==> src/rtl/display_pkg.sv <==
// Shared code-field positions, segment patterns and scan FSM type for the display driver.
// Latency: n/a (declarations only).
// Backpressure: n/a.
package display_pkg;

   localparam int NUM_DIGITS = 8;

   // Digit code fields: [3:0] glyph, [4] reserved, [5] decimal point, [6] blank.
   localparam int GLYPH_MSB = 3;
   localparam int DP_BIT    = 5;
   localparam int BLANK_BIT = 6;

   typedef logic [6:0] code_t;

   // Shadow reset value: blank bit set, everything else clear.
   localparam code_t CODE_BLANK = 7'h40;

   // Active-low segment patterns, bit order {g,f,e,d,c,b,a}.
   localparam logic [6:0] SEG_0 = 7'h40;
   localparam logic [6:0] SEG_1 = 7'h79;
   localparam logic [6:0] SEG_2 = 7'h24;
   localparam logic [6:0] SEG_3 = 7'h30;
   localparam logic [6:0] SEG_4 = 7'h19;
   localparam logic [6:0] SEG_5 = 7'h12;
   localparam logic [6:0] SEG_6 = 7'h02;
   localparam logic [6:0] SEG_7 = 7'h78;
   localparam logic [6:0] SEG_8 = 7'h00;
   localparam logic [6:0] SEG_9 = 7'h10;
   localparam logic [6:0] SEG_A = 7'h08;
   localparam logic [6:0] SEG_P = 7'h0C;
   localparam logic [6:0] SEG_C = 7'h46;
   localparam logic [6:0] SEG_D = 7'h21;
   localparam logic [6:0] SEG_E = 7'h06;
   localparam logic [6:0] SEG_F = 7'h0E;

   localparam logic [6:0] SEG_BLANK  = 7'h7F;
   localparam logic [6:0] SEG_ALL_ON = 7'h00;

   typedef enum logic {
      BLANK = 1'b0,
      SHOW  = 1'b1
   } scan_state_t;

endpackage

==> src/rtl/sevenseg_scan_if.sv <==
// Bundle between the clock core (digit codes, lamp test) and the display pins.
// Latency: n/a (wiring only).
// Backpressure: none; digit codes are level signals sampled by the scanner.
// Ports: d0..d7 digit codes and lamp_test (master -> slave); segs_n, dp_n, an_n display drive (slave -> master).
interface sevenseg_scan_if;
   import display_pkg::*;

   code_t      d0, d1, d2, d3, d4, d5, d6, d7;
   logic       lamp_test;
   logic [6:0] segs_n;
   logic       dp_n;
   logic [7:0] an_n;

   modport master (
      output d0, d1, d2, d3, d4, d5, d6, d7, lamp_test,
      input  segs_n, dp_n, an_n
   );

   modport slave (
      input  d0, d1, d2, d3, d4, d5, d6, d7, lamp_test,
      output segs_n, dp_n, an_n
   );

endinterface

==> src/rtl/seg7_decode.sv <==
// Combinational hex/letter glyph to active-low seven-segment pattern.
// Latency: 0 cycles (pure combinational).
// Backpressure: none.
// Ports: glyph (4-bit code in), segs_n (7-bit {g,f,e,d,c,b,a} active-low out).
module seg7_decode
   import display_pkg::*;
(
   input  logic [GLYPH_MSB:0] glyph,
   output logic [6:0]         segs_n
);

   always_comb begin
      segs_n = SEG_BLANK;
      unique case (glyph)
         4'd0:  segs_n = SEG_0;
         4'd1:  segs_n = SEG_1;
         4'd2:  segs_n = SEG_2;
         4'd3:  segs_n = SEG_3;
         4'd4:  segs_n = SEG_4;
         4'd5:  segs_n = SEG_5;
         4'd6:  segs_n = SEG_6;
         4'd7:  segs_n = SEG_7;
         4'd8:  segs_n = SEG_8;
         4'd9:  segs_n = SEG_9;
         4'd10: segs_n = SEG_A;
         4'd11: segs_n = SEG_P;
         4'd12: segs_n = SEG_C;
         4'd13: segs_n = SEG_D;
         4'd14: segs_n = SEG_E;
         4'd15: segs_n = SEG_F;
         default: segs_n = SEG_BLANK;
      endcase
   end

endmodule

==> src/rtl/sevenseg_scan.sv <==
// Time-multiplexed 8-digit common-anode driver with frame-tear-free shadow bank and anti-ghost blanking.
// Latency: 1 cycle from scan state / lamp_test to the registered pin outputs.
// Backpressure: none; digit codes are sampled only at the frame boundary, lamp_test every cycle.
// Ports: clk, rst (async active-low); disp (slave): d0..d7, lamp_test in; segs_n, dp_n, an_n out.
module sevenseg_scan
   import display_pkg::*;
#(
   parameter int DIV       = 100000,
   parameter int BLANK_CYC = 4
) (
   input  logic           clk,
   input  logic           rst,
   sevenseg_scan_if.slave disp
);

   localparam int            CW         = (DIV > 1) ? $clog2(DIV) : 1;
   localparam logic [CW-1:0] CNT_LAST   = CW'(DIV - 1);
   localparam logic [CW-1:0] BLANK_LAST = CW'(BLANK_CYC - 1);

   logic [CW-1:0] cnt_q, cnt_d;
   logic [2:0]    idx_q, idx_d;
   scan_state_t   state_q, state_d;
   code_t         sh_q [NUM_DIGITS];
   code_t         sh_d [NUM_DIGITS];

   logic [7:0]    an_n_q, an_n_d;
   logic [6:0]    segs_n_q, segs_n_d;
   logic          dp_n_q, dp_n_d;

   logic          tick;
   logic          frame_end;
   code_t         cur_code;
   logic [6:0]    dec_segs_n;
   logic          unused_rsvd;

   assign tick      = (cnt_q == CNT_LAST);
   assign frame_end = tick && (idx_q == 3'd7);
   assign cur_code  = sh_q[idx_q];

   // Reserved code bit carries no meaning for the display.
   assign unused_rsvd = cur_code[4];

   // Prescaler and slot index.
   always_comb begin
      cnt_d = tick ? '0 : cnt_q + CW'(1);
      idx_d = tick ? idx_q + 3'd1 : idx_q;
   end

   // Whole bank reloads together on the last tick of slot 7 so a frame never mixes old and new digits.
   always_comb begin
      sh_d = sh_q;
      if (frame_end) begin
         sh_d[0] = disp.d0;
         sh_d[1] = disp.d1;
         sh_d[2] = disp.d2;
         sh_d[3] = disp.d3;
         sh_d[4] = disp.d4;
         sh_d[5] = disp.d5;
         sh_d[6] = disp.d6;
         sh_d[7] = disp.d7;
      end
   end

   always_ff @(posedge clk or negedge rst) begin
      if (!rst) begin
         cnt_q <= '0;
         idx_q <= 3'd0;
         for (int i = 0; i < NUM_DIGITS; i++) begin
            sh_q[i] <= CODE_BLANK;
         end
      end else begin
         cnt_q <= cnt_d;
         idx_q <= idx_d;
         sh_q  <= sh_d;
      end
   end

   // FSM: state register.
   always_ff @(posedge clk or negedge rst) begin
      if (!rst) begin
         state_q <= BLANK;
      end else begin
         state_q <= state_d;
      end
   end

   // FSM: next state. Going to BLANK on the same edge that advances idx
   // keeps the old anode off before the new one can turn on.
   always_comb begin
      state_d = state_q;
      if (tick) begin
         state_d = BLANK;
      end else if ((state_q == BLANK) && (cnt_q == BLANK_LAST)) begin
         state_d = SHOW;
      end
   end

   seg7_decode u_decode (
      .glyph  (cur_code[GLYPH_MSB:0]),
      .segs_n (dec_segs_n)
   );

   // FSM: outputs, computed here and registered below.
   always_comb begin
      an_n_d   = 8'hFF;
      segs_n_d = SEG_BLANK;
      dp_n_d   = 1'b1;
      if (state_q == SHOW) begin
         an_n_d = ~(8'b1 << idx_q);
         if (disp.lamp_test) begin
            segs_n_d = SEG_ALL_ON;
            dp_n_d   = 1'b0;
         end else if (cur_code[BLANK_BIT]) begin
            // Blank digit suppresses its decimal point too.
            segs_n_d = SEG_BLANK;
            dp_n_d   = 1'b1;
         end else begin
            segs_n_d = dec_segs_n;
            dp_n_d   = ~cur_code[DP_BIT];
         end
      end
   end

   always_ff @(posedge clk or negedge rst) begin
      if (!rst) begin
         an_n_q   <= 8'hFF;
         segs_n_q <= SEG_BLANK;
         dp_n_q   <= 1'b1;
      end else begin
         an_n_q   <= an_n_d;
         segs_n_q <= segs_n_d;
         dp_n_q   <= dp_n_d;
      end
   end

   assign disp.an_n   = an_n_q;
   assign disp.segs_n = segs_n_q;
   assign disp.dp_n   = dp_n_q;

endmodule

==> src/flat_wrapper.sv <==
// flat-port wrapper written by rule: the top's interface ports become plain ports
module sevenseg_scan_flat import display_pkg::*;
#(
   parameter int DIV       = 100000,
   parameter int BLANK_CYC = 4
)
  (clk, rst, disp_d0, disp_d1, disp_d2, disp_d3, disp_d4, disp_d5, disp_d6, disp_d7, disp_lamp_test, disp_segs_n, disp_dp_n, disp_an_n);
  sevenseg_scan_if disp_i ();
  input  logic clk;
  input  logic rst;
  input wire logic [$bits(disp_i.d0)-1:0] disp_d0;
  input wire logic [$bits(disp_i.d1)-1:0] disp_d1;
  input wire logic [$bits(disp_i.d2)-1:0] disp_d2;
  input wire logic [$bits(disp_i.d3)-1:0] disp_d3;
  input wire logic [$bits(disp_i.d4)-1:0] disp_d4;
  input wire logic [$bits(disp_i.d5)-1:0] disp_d5;
  input wire logic [$bits(disp_i.d6)-1:0] disp_d6;
  input wire logic [$bits(disp_i.d7)-1:0] disp_d7;
  input wire logic [$bits(disp_i.lamp_test)-1:0] disp_lamp_test;
  output wire logic [$bits(disp_i.segs_n)-1:0] disp_segs_n;
  output wire logic [$bits(disp_i.dp_n)-1:0] disp_dp_n;
  output wire logic [$bits(disp_i.an_n)-1:0] disp_an_n;
  assign disp_i.d0 = disp_d0;
  assign disp_i.d1 = disp_d1;
  assign disp_i.d2 = disp_d2;
  assign disp_i.d3 = disp_d3;
  assign disp_i.d4 = disp_d4;
  assign disp_i.d5 = disp_d5;
  assign disp_i.d6 = disp_d6;
  assign disp_i.d7 = disp_d7;
  assign disp_i.lamp_test = disp_lamp_test;
  assign disp_segs_n = disp_i.segs_n;
  assign disp_dp_n = disp_i.dp_n;
  assign disp_an_n = disp_i.an_n;
  sevenseg_scan #(.DIV(DIV), .BLANK_CYC(BLANK_CYC)) u_core (.clk(clk), .rst(rst), .disp(disp_i));
endmodule
==> config.mk <==
export PLATFORM = sky130hd
export DESIGN_NAME = sevenseg_scan_flat
export DESIGN_NICKNAME = d
export VERILOG_FILES = /design/src/rtl/display_pkg.sv /design/src/rtl/sevenseg_scan_if.sv /design/src/rtl/seg7_decode.sv /design/src/rtl/sevenseg_scan.sv /design/src/flat_wrapper.sv
export SDC_FILE = /design/constraint.sdc
export NUM_CORES = 1
export LEC_CHECK = 0
export ABC_AREA = 1
export BUFFER_PORTS_ARGS = -buffer_cell sky130_fd_sc_hd__buf_4
export CAP_MARGIN = 20
export CORE_MARGIN = 2
export CORE_UTILIZATION = 46
export CTS_CLUSTER_DIAMETER = 60
export DETAILED_ROUTE_END_ITERATION = 6
export GPL_TIMING_DRIVEN = 0
export PLACE_DENSITY_LB_ADDON = 0.25
export SLEW_MARGIN = 20
export SYNTH_ARGS = -nofsm -noshare
export SYNTH_HDL_FRONTEND = slang
export SYNTH_HIERARCHICAL = 1
export SYNTH_SLANG_ARGS = --single-unit
==> constraint.sdc <==
create_clock -name clk -period 5.92 [get_ports clk]
set_clock_uncertainty 0.1 [all_clocks]
set_input_delay 0.888 -clock clk [delete_from_list [all_inputs] [get_ports clk]]
set_output_delay 0.888 -clock clk [all_outputs]
set_load 0.01 [all_outputs]
# --- Word level (Yosys, flattened, before mapping) ---
# Memories as Yosys holds them, arrays and structs flattened.
# Index checks and enable logic that the tools add are counted.
classes:
  add_sub_neg: 2
  multipliers: 0
  n_div: 0
  order_cmp: 1
  eq_ne: 3
  shift: 1
  mux: 13
  bitwise: 4
  n_reduce_logical: 3
ops:
  columns: ["operator", "count"]
  rows:
  - ["7-bit 2-to-1 mux", 5]
  - ["7-bit binary-select mux with 3-bit select", 1]
  - ["17-bit by 1-bit adder with 17-bit output, second input constant", 1]
  - ["17-bit equality test, second input constant", 1]
  - ["17-bit by 2-bit equality test with 1-bit output, second input constant", 1]
  - ["17-bit 2-to-1 mux", 1]
  - ["8-bit 2-to-1 mux", 1]
  - ["8-bit inverter", 1]
  - ["1-bit by 3-bit << shifter with 8-bit output, first input constant", 1]
  - ["1-bit 2-to-1 mux", 5]
  - ["4-bit >= comparator, second input constant", 1]
  - ["3-bit inverter with 4-bit output", 1]
  - ["3-bit by 1-bit adder with 3-bit output, second input constant", 1]
  - ["3-bit equality test, second input constant", 1]
  - ["1-bit logical AND", 2]
  - ["1-bit inverter", 2]
  - ["2-bit nonzero test", 1]
totals:
  ff_bits: 93
  latch_bits: 0
  ramBits: 0
  rom_bits: 112
  input_bits: 59
  out_inout_bits: 16
  wordCells: 42
  mem_count: 1
memory_table:
  columns: ["memory", "depth", "word_bits", "rd", "rd_ports_with_merged_regs", "wr", "line", "source"]
  rows:
  - ["(name not given)", 16, 7, 1, 0, 0, "seg7_decode.sv:14", "unique case (glyph)"]

# --- Depth between registers and ports, before layout ---
depth:
  word_depth: 8
  mapped_depth: 18
  mapped_depth_nobuf: 16

# --- Hierarchy ---
# The synthesis kept the hierarchy.
modules_own_cells:
  columns: ["module", "instances", "cells_per_inst", "area_per_inst_um2"]
  rows:
  - ["sevenseg_scan", 1, 546, 4245.3]
  - ["seg7_decode", 1, 49, 285.3]

# --- Worst setup path after synthesis ---
# OpenSTA, ideal clock, no wires.
synth_path:
  kind: "reg-to-reg"
  from: "reg u_core.idx_q[0]"
  to: "reg u_core.segs_n_q[3] (netlist: u_core/disp.segs_n[3])"
  arrival_time_ps: 2126
  path_slack_ps: 3631
  path_stages_with_launch: 19
  path_buffers: 2
  synth_period_minus_slack_ps: 2289
  path_cell_list: "dfrtp_1 -> buf_2 -> clkinv_1 -> buf_2 -> a21oi_1 -> o21ai_0 -> nand3_1 -> o21a_1 -> inv_1 -> ha_1 -> inv_1 -> nand2_1 -> nand2_1 -> nand2_1 -> nand2_1 -> inv_1 -> nand2_1 -> nand2_1 -> nand2_1"
synth_via:
  elab_chain_cells: 8
synth_rtl:
  columns: ["element", "line", "source"]
  rows:
  - ["from (decl)", "sevenseg_scan.sv:21", "logic [2:0] idx_q, idx_d;"]
  - ["from (signal assigned)", "sevenseg_scan.sv:73", "idx_q <= idx_d;"]
  - ["3-bit inverter with 4-bit output (not written as such)", "sevenseg_scan.sv:38", "assign cur_code = sh_q[idx_q];"]
  - ["7-bit binary-select mux with 3-bit select", "sevenseg_scan.sv:38", null]
  - ["7-bit 2-to-1 mux (not written as such) (2 in series)", "sevenseg_scan.sv:38", null]
  - ["via u_core.cur_code[0]", "sevenseg_scan.sv:32", "code_t cur_code;"]
  - ["memory read 16 x 7 bit", null, null]
  - ["via u_core.dec_segs_n[3]", "sevenseg_scan.sv:33", "logic [6:0] dec_segs_n;"]
  - ["7-bit 2-to-1 mux", "sevenseg_scan.sv:113", "end else if (cur_code[BLANK_BIT]) begin"]
  - ["7-bit 2-to-1 mux", "sevenseg_scan.sv:110", "if (disp.lamp_test) begin"]
  - ["7-bit 2-to-1 mux", "sevenseg_scan.sv:108", "if (state_q == SHOW) begin"]
  - ["via u_core.segs_n_d[3]", "sevenseg_scan.sv:27", "logic [6:0] segs_n_q, segs_n_d;"]
  - ["to (signal assigned)", "sevenseg_scan.sv:131", "segs_n_q <= segs_n_d;"]
  - ["to (decl)", "sevenseg_scan.sv:27", null]
# The timed path passes the listed nets, and every way through them passes these cells. The select of a mux whose other input is x is not followed.
# A chain may end at the register's enable or synchronous reset.

# --- Final worst setup path ---
# Same ends and word-level chain as after synthesis.

==> run metrics <==
status=complete, no violations; Avg Cell Area, Syn=7.61 um2; CTS root buffer=clkbuf_8; die area=0.0107 mm2; placeable core area=0.00968 mm2; max cap viols=0; width of the die=103 um; ys async rst share=1.00; wire length of the first global-routing pass=17600 um; chip height=103 um; Vias=3851; Layout Utilization=0.554; vias in the first global route=3705; flops & latches, synth=85; Power, Total=0.986 mW; nets=745; io pins=75; DRC errors left=0; Starting Density=0.468; worst-path fanout max=11; reg2reg end=u_core/disp.segs_n[3]; min cycle time layout=2.81 ns; CP endpoint kind=flop; top cells by area, synth=dfrtp_1, dfstp_2, nand2_1; WP buf/inv=6; max-slew violations=0; Starting DRT DRC Count=172; drt first pass iters=5; Synth top area share=0.337; Mapped Area=0.00453 mm2; CP top delay family=buffers and inverters; vias per cell=4.75; CTS tree=yes; power per cell area=184 mW/mm2; RePlAce Congestion=0.891; WL/cell=12.9 um; Port-buffer cells=66; endpoints failing hold=0; Post-synth EDFFs=0; most used cell, CP=nand2_1; Post-CTS Resized=0; worst vdd ir=93.9 uV; H-tree depth=3; Setup WS post-layout=3.11 ns; Hold Path Sink=u_core/cnt_q[0]; Synth Warn #=6; max incr delay on CP=0.42 ns; post-CTS setup buffer count=0; leakage power=3.26 nW; Clock Sink Count=85; TritonCTS Buffers=9; Peak Freq=356 MHz; Hold-fix buffers, CTS=0; hold path depth=1; latest clock arrival within the worst-skew pair=0.36 ns; synth-to-layout area growth=18.4%; Cell Chain, Critical Path=buf_2 > clkinv_1 > clkbuf_1 > o21ai_0 > nand3_1 > o21a_1 > inv_1 > ha_1 > inv_1 > nand2_1 > nand2_1 > nand2_1 > nand2_1 > inv_1 > nand2_1 > nand2_1 > nand2_1; R2R Setup Slk=3.11 ns; WS Path Type=reg -> reg; Mapped Cells=595; global route overflow=0; max_slew headroom=0.495; most frequent cells after synthesis=nand2_1, inv_1, dfrtp_1; critical path arrival=3.01 ns; Mapped Nets=668; Clk pin slew, worst setup/hold paths=0.08 ns; GRT Total Usage=0.217; most frequent cell after synthesis=nand2_1; final setup fails=0; initial antenna violation count=0; wirelength, routed=10400 um; pin count of the biggest net entering global routing=86; largest area contributor in the netlist=dfrtp_1; Final period util=0.475; Antenna Nets Post-Route=0; num rows=36; CP required=6.12 ns; number of diodes=0; FF-to-FF Start=u_core/idx_q[0]; CP startpoint kind=flop; RSZ-0062 raised after global routing=no; pre-CTS WS=3.17 ns; ratio of cells with drive above 1 in the final layout=0.195; Reg2Reg Depth=17; Setup TNS=0 ns; hold path startpoint=u_core/cnt_q[0]; worst-path cell with the longest stage delay=clkbuf_1; HPWL reported at the end of detailed placement=7610 um; Longest Clk Path Bufs=2; Main synth FF type=dfrtp_1; hold crit path type=reg -> reg; Slew @ Worst Pin=0.758 ns; synth unique cells=30; sequential fraction of the synthesis area=0.476
-- power by group --
part / total, mW / internal [mW] / switching [mW]
Combinational: 0.0397 / 0.0218 / 0.0179
Clock: 0.363 / 0.160 / 0.203
Sequential: 0.582 / 0.582 / 0.000151
-- cell usage in the layout, fill, tap and decap left out, types with 6 or more instances in the layout --
cell type / netlist / layout
clkbuf_8: 0 / 10
ha_1: 14 / 14
buf_4: 0 / 65
nor3_1: 7 / 7
o21ai_1: 40 / 40
nand3_1: 40 / 40
clkbuf_1: 8 / 9
nand2_1: 148 / 148
nor2_1: 26 / 26
a21oi_1: 19 / 19
inv_2: 6 / 6
dfstp_2: 24 / 24
buf_6: 7 / 8
dfrtp_1: 61 / 61
o21ai_0: 31 / 31
inv_1: 130 / 130
-- kinds of logic (layout without fill, tap and decap cells) --
group	count (synthesis)	count (layout)	synth area share
compound gates	94	94	0.106
xor+xnor	5	5	0.00967
flops	85	85	0.476
simple gates	237	237	0.223
fa+ha+maj	14	14	0.0387
buf+inv	160	242	0.147
-- worst register-to-register path: stages, from the launching register on --
cell	delay, ns
dfrtp_1	0.41
buf_2	0.17
clkinv_1	0.13
clkbuf_1	0.42
o21ai_0	0.19
nand3_1	0.13
o21a_1	0.27
inv_1	0.14
ha_1	0.33
inv_1	0.06
nand2_1	0.05
nand2_1	0.07
nand2_1	0.04
nand2_1	0.05
inv_1	0.03
nand2_1	0.05
nand2_1	0.06
nand2_1	0.06
-- through the flow --
step           area, um2  instances  hold slack (ns)
3_5_place_dp        5190        794            0.390
5_1_grt             5360        810            0.440
6_report            5360        810            0.392
4_1_cts             5360        810            0.401
2_1_floorplan       4530        595            0.361
3_3_place_gp        5190        794            0.377
-- worst max-delay path by stage --
stage | end | startpoint | cells past startpoint
after global routing | u_core/disp.segs_n[3] | u_core/idx_q[0] | 17
after floorplan | u_core/disp.segs_n[3] | u_core/idx_q[0] | 18
final | u_core/disp.segs_n[3] | u_core/idx_q[0] | 17
after global placement | u_core/disp.segs_n[3] | u_core/idx_q[0] | 17
after detailed placement | u_core/disp.segs_n[3] | u_core/idx_q[0] | 17
after CTS | u_core/disp.segs_n[3] | u_core/idx_q[0] | 17
-- sequential cells by signal, indices dropped and copies added (netlist names) --
| register | cells |
|---|---|
| u_core/cnt_q | 17 |
| u_core/disp.an_n | 8 |
| u_core/disp.dp_n | 1 |
| u_core/disp.segs_n | 7 |
| u_core/idx_q | 3 |
| u_core/sh_q | 48 |
| u_core/state_q | 1 |
-- final cells by class --
cell class	instances	area (um2)
timing repair buffer	66	499
tap	133	166
inverter	138	523
clock inverter	5	26.3
fill	926	4320
sequential	85	2160
multi-input combinational	350	1710
buffer	22	141
clock buffer	11	141
-- routing by layer --
layer	global-route usage	part of all wire	vias to the layer above
met5	0	0	-
met4	0.0729	0.013	0
met3	0.0410	0.050	12
met2	0.346	0.47	102
met1	0.298	0.47	1779
li1	-	-	1958
Note: power is estimated with default switching activity, not from simulation.
